## src/rtl/rdid_pkg.sv

```systemverilog
// rdid_pkg: shared state type and constants
// for the JEDEC RDID SPI master.
package rdid_pkg;

  typedef enum logic [1:0] {
    IDLE,
    SETUP,
    SHIFT,
    HOLD
  } state_t;

  localparam logic [7:0] CMD_RDID   = 8'h9F;
  localparam int         CMD_BITS   = 8;
  localparam int         RESP_BITS  = 24;
  localparam int         TOTAL_BITS = 32;

endpackage

```

## src/rtl/rdid_sclk_gen.sv

```systemverilog
// rdid_sclk_gen: half-period counter and
// registered SCLK with rise/fall strobes.
module rdid_sclk_gen
  import rdid_pkg::*;
#(
  parameter int CLK_DIV = 4
) (
  input  logic clk,
  input  logic rst_n,
  input  logic cnt_en,
  input  logic tgl_en,
  output logic tick,
  output logic rise,
  output logic fall,
  output logic sclk
);

  localparam int W = $clog2(CLK_DIV + 1);
  localparam logic [W-1:0] LAST = W'(CLK_DIV - 1);

  logic [W-1:0] cnt_q, cnt_d;
  logic         sclk_q, sclk_d;

  assign tick = cnt_en && (cnt_q == LAST);
  assign rise = tick && tgl_en && !sclk_q;
  assign fall = tick && tgl_en && sclk_q;
  assign sclk = sclk_q;

  // count half-periods; toggle SCLK on wrap
  always_comb begin
    cnt_d  = cnt_q;
    sclk_d = sclk_q;
    if (!cnt_en) begin
      cnt_d  = '0;
      sclk_d = 1'b0;
    end else if (tick) begin
      cnt_d = '0;
      if (tgl_en) sclk_d = !sclk_q;
    end else begin
      cnt_d = cnt_q + 1'b1;
    end
  end

  // counter and SCLK flops
  always_ff @(posedge clk or negedge rst_n) begin
    if (!rst_n) begin
      cnt_q  <= '0;
      sclk_q <= 1'b0;
    end else begin
      cnt_q  <= cnt_d;
      sclk_q <= sclk_d;
    end
  end

endmodule

```

## src/rtl/rdid_spi_master.sv

```systemverilog
// rdid_spi_master: issues RDID (0x9F) in SPI
// mode 0 and latches the three ID bytes.
module rdid_spi_master
  import rdid_pkg::*;
#(
  parameter int         CLK_DIV = 4,
  parameter logic [7:0] CMD     = CMD_RDID
) (
  input  logic       clk,
  input  logic       rst_n,
  input  logic       start,
  output logic       spi_sclk,
  output logic       spi_cs_n,
  output logic       spi_mosi,
  input  logic       spi_miso,
  output logic [7:0] manufacture_id,
  output logic [7:0] memory_type,
  output logic [7:0] memory_capacity,
  output logic       busy,
  output logic       done
);

  if (CLK_DIV < 1) begin : g_bad_div
    $error("CLK_DIV must be >= 1");
  end

  state_t state_q, state_d;
  logic cs_n_q, cs_n_d;
  logic mosi_q, mosi_d;
  logic busy_q, busy_d;
  logic done_q, done_d;
  logic fin_q, fin_d;
  logic [5:0] bit_q, bit_d;
  logic [7:0] cmd_q, cmd_d;
  logic [RESP_BITS-1:0] shift_q, shift_d;
  logic [RESP_BITS-1:0] id_q, id_d;
  logic tick, rise, fall;

  rdid_sclk_gen #(
    .CLK_DIV(CLK_DIV)
  ) u_sclk (
    .clk   (clk),
    .rst_n (rst_n),
    .cnt_en(state_q != IDLE),
    .tgl_en(state_q == SHIFT),
    .tick  (tick),
    .rise  (rise),
    .fall  (fall),
    .sclk  (spi_sclk)
  );

  assign spi_cs_n        = cs_n_q;
  assign spi_mosi        = mosi_q;
  assign busy            = busy_q;
  assign done            = done_q;
  assign manufacture_id  = id_q[23:16];
  assign memory_type     = id_q[15:8];
  assign memory_capacity = id_q[7:0];

  // transaction sequencing and shifting
  always_comb begin
    state_d = state_q;
    cs_n_d  = cs_n_q;
    mosi_d  = mosi_q;
    busy_d  = busy_q;
    done_d  = 1'b0;
    fin_d   = fin_q;
    bit_d   = bit_q;
    cmd_d   = cmd_q;
    shift_d = shift_q;
    id_d    = id_q;
    unique case (state_q)
      IDLE: begin
        if (start && !done_q) begin
          state_d = SETUP;
          cs_n_d  = 1'b0;
          busy_d  = 1'b1;
          mosi_d  = CMD[7];
          cmd_d   = {CMD[6:0], 1'b0};
          bit_d   = '0;
          fin_d   = 1'b0;
        end
      end
      SETUP: begin
        if (tick) state_d = SHIFT;
      end
      SHIFT: begin
        if (rise && bit_q >= 6'(CMD_BITS))
          shift_d = {shift_q[RESP_BITS-2:0], spi_miso};
        if (fall) begin
          mosi_d = cmd_q[7];
          cmd_d  = {cmd_q[6:0], 1'b0};
          if (bit_q == 6'(TOTAL_BITS - 1)) begin
            state_d = HOLD;
            bit_d   = '0;
          end else begin
            bit_d = bit_q + 6'd1;
          end
        end
      end
      HOLD: begin
        if (fin_q) begin
          state_d = IDLE;
          cs_n_d  = 1'b1;
          busy_d  = 1'b0;
          done_d  = 1'b1;
          mosi_d  = 1'b0;
          fin_d   = 1'b0;
          id_d    = shift_q;
        end else if (tick) begin
          fin_d = 1'b1;
        end
      end
      default: state_d = IDLE;
    endcase
  end

  // state and output registers
  always_ff @(posedge clk or negedge rst_n) begin
    if (!rst_n) begin
      state_q <= IDLE;
      cs_n_q  <= 1'b1;
      mosi_q  <= 1'b0;
      busy_q  <= 1'b0;
      done_q  <= 1'b0;
      fin_q   <= 1'b0;
      bit_q   <= '0;
      cmd_q   <= '0;
      shift_q <= '0;
      id_q    <= '0;
    end else begin
      state_q <= state_d;
      cs_n_q  <= cs_n_d;
      mosi_q  <= mosi_d;
      busy_q  <= busy_d;
      done_q  <= done_d;
      fin_q   <= fin_d;
      bit_q   <= bit_d;
      cmd_q   <= cmd_d;
      shift_q <= shift_d;
      id_q    <= id_d;
    end
  end

endmodule

```

## config.mk

```make
export PLATFORM = sky130hd
export DESIGN_NAME = rdid_spi_master
export DESIGN_NICKNAME = d
export VERILOG_FILES = /design/src/rtl/rdid_pkg.sv /design/src/rtl/rdid_sclk_gen.sv /design/src/rtl/rdid_spi_master.sv
export SDC_FILE = /design/constraint.sdc
export NUM_CORES = 1
export LEC_CHECK = 0
export ABC_AREA = 1
export BUFFER_PORTS_ARGS = -buffer_cell sky130_fd_sc_hd__buf_4
export CAP_MARGIN = 20
export CORE_AREA = 2 2 82 84
export DETAILED_ROUTE_END_ITERATION = 8
export DIE_AREA = 0 0 84 86
export PLACE_DENSITY = 0.73
export SLEW_MARGIN = 20
export SYNTH_ARGS = -nofsm -noshare
export SYNTH_HDL_FRONTEND = slang
export SYNTH_SLANG_ARGS = --single-unit
```

## constraint.sdc

```tcl
create_clock -name clk -period 1.9 [get_ports clk]
set_input_delay 0.38 -clock clk [delete_from_list [all_inputs] [get_ports clk]]
set_output_delay 0.38 -clock clk [all_outputs]
set_load 0.005 [all_outputs]
```

==> metrics.yaml <==
outcome:
  status: "completed"
clocking:
  root_buffer: "clkbuf_8"
  htree_levels: 3
  cts_setup_buffers: 0
  clk_pin_slew_worst_paths_ns: 0.07
  clk_latency_ns: 0.34
  cts_resized: 0
  cts_tree: "built"
  cts_buffers: 9
  hold_buffers: 0
  cts.sinks: 72
  cts_max_path_buffers: 2
route:
  wl_um: 5430
  drtIter0Drc: 114
  firstDrtPassIters: 4
  vias: 2190
  drt-vias-per-instance: 4.86
  wl_per_cell_um: 12.0
  ant_nets: 0
  route.detailed.drc: 0
setup_path:
  startpoint: "state_q[1]"
  r2r_cells: 10
  rrSetupSlack_ns: 0.19
  cp_max_fo: 23
  rr_startpoint: "state_q[1]"
  crit_end: "bit_q[3]"
  start_kind: "flop"
  crit_type: "reg2reg"
  cp-end-kind: "flop"
  cp_data_required_time_ns: 2.12
  r2r_end: "bit_q[3]"
  arrival_ns: 1.93
sta:
  slew_viol_final: 0
  setup_violations: 0
  finalClockSkew_ns: 0.00715
  fmax_mhz: 585
  rsz0062_at_grt: "false"
  finalCriticalPeriod_ns: 1.71
  slew_headroom_pct: 66.0
  hold_viol: 0
  final.period_utilization_pct: 90.0
  fin_setup_tns_ns: 0
  tightest_slew_ns: 0.510
global_route:
  grt_util_all_layers_pct: 17.0
  grt_pass1_wl_um: 9780
  grt_max_degree: 49
  grt_pass1_vias: 2113
  grt_overflow: 0
  antenna_found_initial: 0
synth:
  synth_cell_types: 27
  synth_cells: 331
  synth-seq-area-share_pct: 58.7
  synth_seq_cells: 72
  synth_fp_nets: 342
  netlist_area_sq_mm: 0.00307
  avgSynthCellArea_sq_um: 9.27
  ys_warn_count: 0
hold_path:
  hp-class: "in2async"
layout:
  design_area_sq_mm: 0.00362
  drive_above_1_share_pct: 20.1
  final_util_pct: 57.6
  antennaDiodeCount: 0
  synthToLayoutAreaGrowth_pct: 17.8
  num-nets-final: 380
die:
  die-width_um: 84
  ioPinCount: 33
  coreArea_sq_mm: 0.00628
  dieArea_sq_mm: 0.00722
  fp.dieH_um: 86
  num_rows: 29
  start_util_pct: 48.9
pwr:
  p_leak_nw: 1.72
  ir_drop_v: 0.000690
  p_per_area_mw_per_mm2: 1130
placed_design:
  postPlaceCellArea_sq_mm: 0.00341
  post-dp-hpwl_um: 3870
  port-buffer-count: 32
  place.gp.congestion: 0.847
flow_run:
  drv_cap: 0
## worst max-delay path, stage by stage, from the launching register on
cell	delay [ns]
dfrtp_1	0.42
inv_1	0.11
ha_1	0.24
inv_1	0.06
nand4_1	0.10
nand2_1	0.11
nand3_2	0.08
buf_6	0.21
inv_1	0.12
nand2_1	0.07
o21ai_0	0.07
## cell type report
class | instances | area, sq um
fill | 561 | 2660
sequential | 72 | 1800
multi-input combinational | 203 | 1020
timing repair buffer | 41 | 337
inverter | 42 | 158
clock buffer | 11 | 141
tap | 77 | 96.3
clock inverter | 5 | 56.3
## Yosys cell counts (all sizes together)
| cell | instances | area (sq um) |
|---|---|---|
| nand2 | 95 | 357 |
| a31oi | 1 | 6.26 |
| nand3b | 1 | 7.51 |
| ha | 7 | 87.6 |
| nand4 | 5 | 31.3 |
| xor2 | 1 | 8.76 |
| buf | 11 | 82.6 |
| nor2 | 17 | 73.8 |
| a21oi | 3 | 15.0 |
| inv | 42 | 158 |
| o211ai | 1 | 12.5 |
| dfrtp | 71 | 1780 |
| a22o | 1 | 8.76 |
| nand3 | 5 | 30.0 |
| dfstp | 1 | 26.3 |
| o21ai | 63 | 360 |
| clkbuf | 3 | 12.5 |
| nor3 | 3 | 15.0 |
## how the worst min path moves through the flow
stage	start	to	cells after the start
3_3_place_gp	rst_n	id_q[2]	1
2_1_floorplan	rst_n	bit_q[0]	0
5_1_grt	rst_n	id_q[11]	1
6_report	rst_n	cmd_q[1]	1
4_1_cts	rst_n	id_q[1]	1
3_5_place_dp	rst_n	id_q[2]	1
## logic make-up after synthesis
family / after synthesis / synth area share (%)
DFF: 72 / 58.7
and+or+nand+nor: 126 / 16.8
AOI/OAI and AO/OA: 69 / 13.1
buffers and inverters: 56 / 8.23
adders and majority gates: 7 / 2.85
xor gates and xnor gates: 1 / 0.285
## cell usage in the layout, fill, tap and decap left out, types with 2 or more instances in the layout
master / count
buf_4: 38
nand4_1: 5
ha_1: 6
nor3_1: 3
o21ai_0: 32
nand2_1: 95
o21ai_2: 12
buf_12: 2
nand3_1: 4
clkbuf_8: 10
clkinv_2: 2
dfrtp_1: 71
inv_1: 41
nor2_1: 15
a21oi_1: 3
o21ai_1: 19
## flip-flops by register name (all words and copies together), names as in the netlist
signal,flops
cmd_q,7
busy,1
shift_q,24
done,1
bit_q,6
u_sclk.cnt_q,3
state_q,2
fin_q,1
spi_cs_n,1
u_sclk.sclk,1
id_q,24
spi_mosi,1
## metrics by stage
| stage | cells | setup WS, ns | hold slack [ns] | power, mW |
|---|---|---|---|---|
| floorplan | 331 | 0.400 | 0.0844 | 2.64 |
| global placement | 435 | 0.230 | 0.391 | 2.88 |
| detailed placement | 435 | 0.166 | 0.393 | 2.93 |
| CTS | 451 | 0.139 | 0.0198 | 4.12 |
| global route | 451 | 0.0446 | 0.0373 | 4.39 |
| finish | 451 | 0.190 | 0.0136 | 4.09 |
## per-layer routing
metal	share of wire (%)	vias to the layer above	GRT usage, %	wire [um]
met5	0	-	0	0
met4	1.7	0	7.04	93
met3	4.5	12	4.33	243
met2	45	49	25.8	2460
met1	48	1012	23.7	2620
li1	-	1117	-	-
## where the power goes
| group | switching (mW) | internal [mW] | leakage [nW] |
|---|---|---|---|
| combinational | 0.689 | 0.408 | 0.650 |
| sequential | 0.109 | 1.71 | 0.972 |
| clock | 0.542 | 0.640 | 0.0993 |
Power figures use the tool's default switching activity.
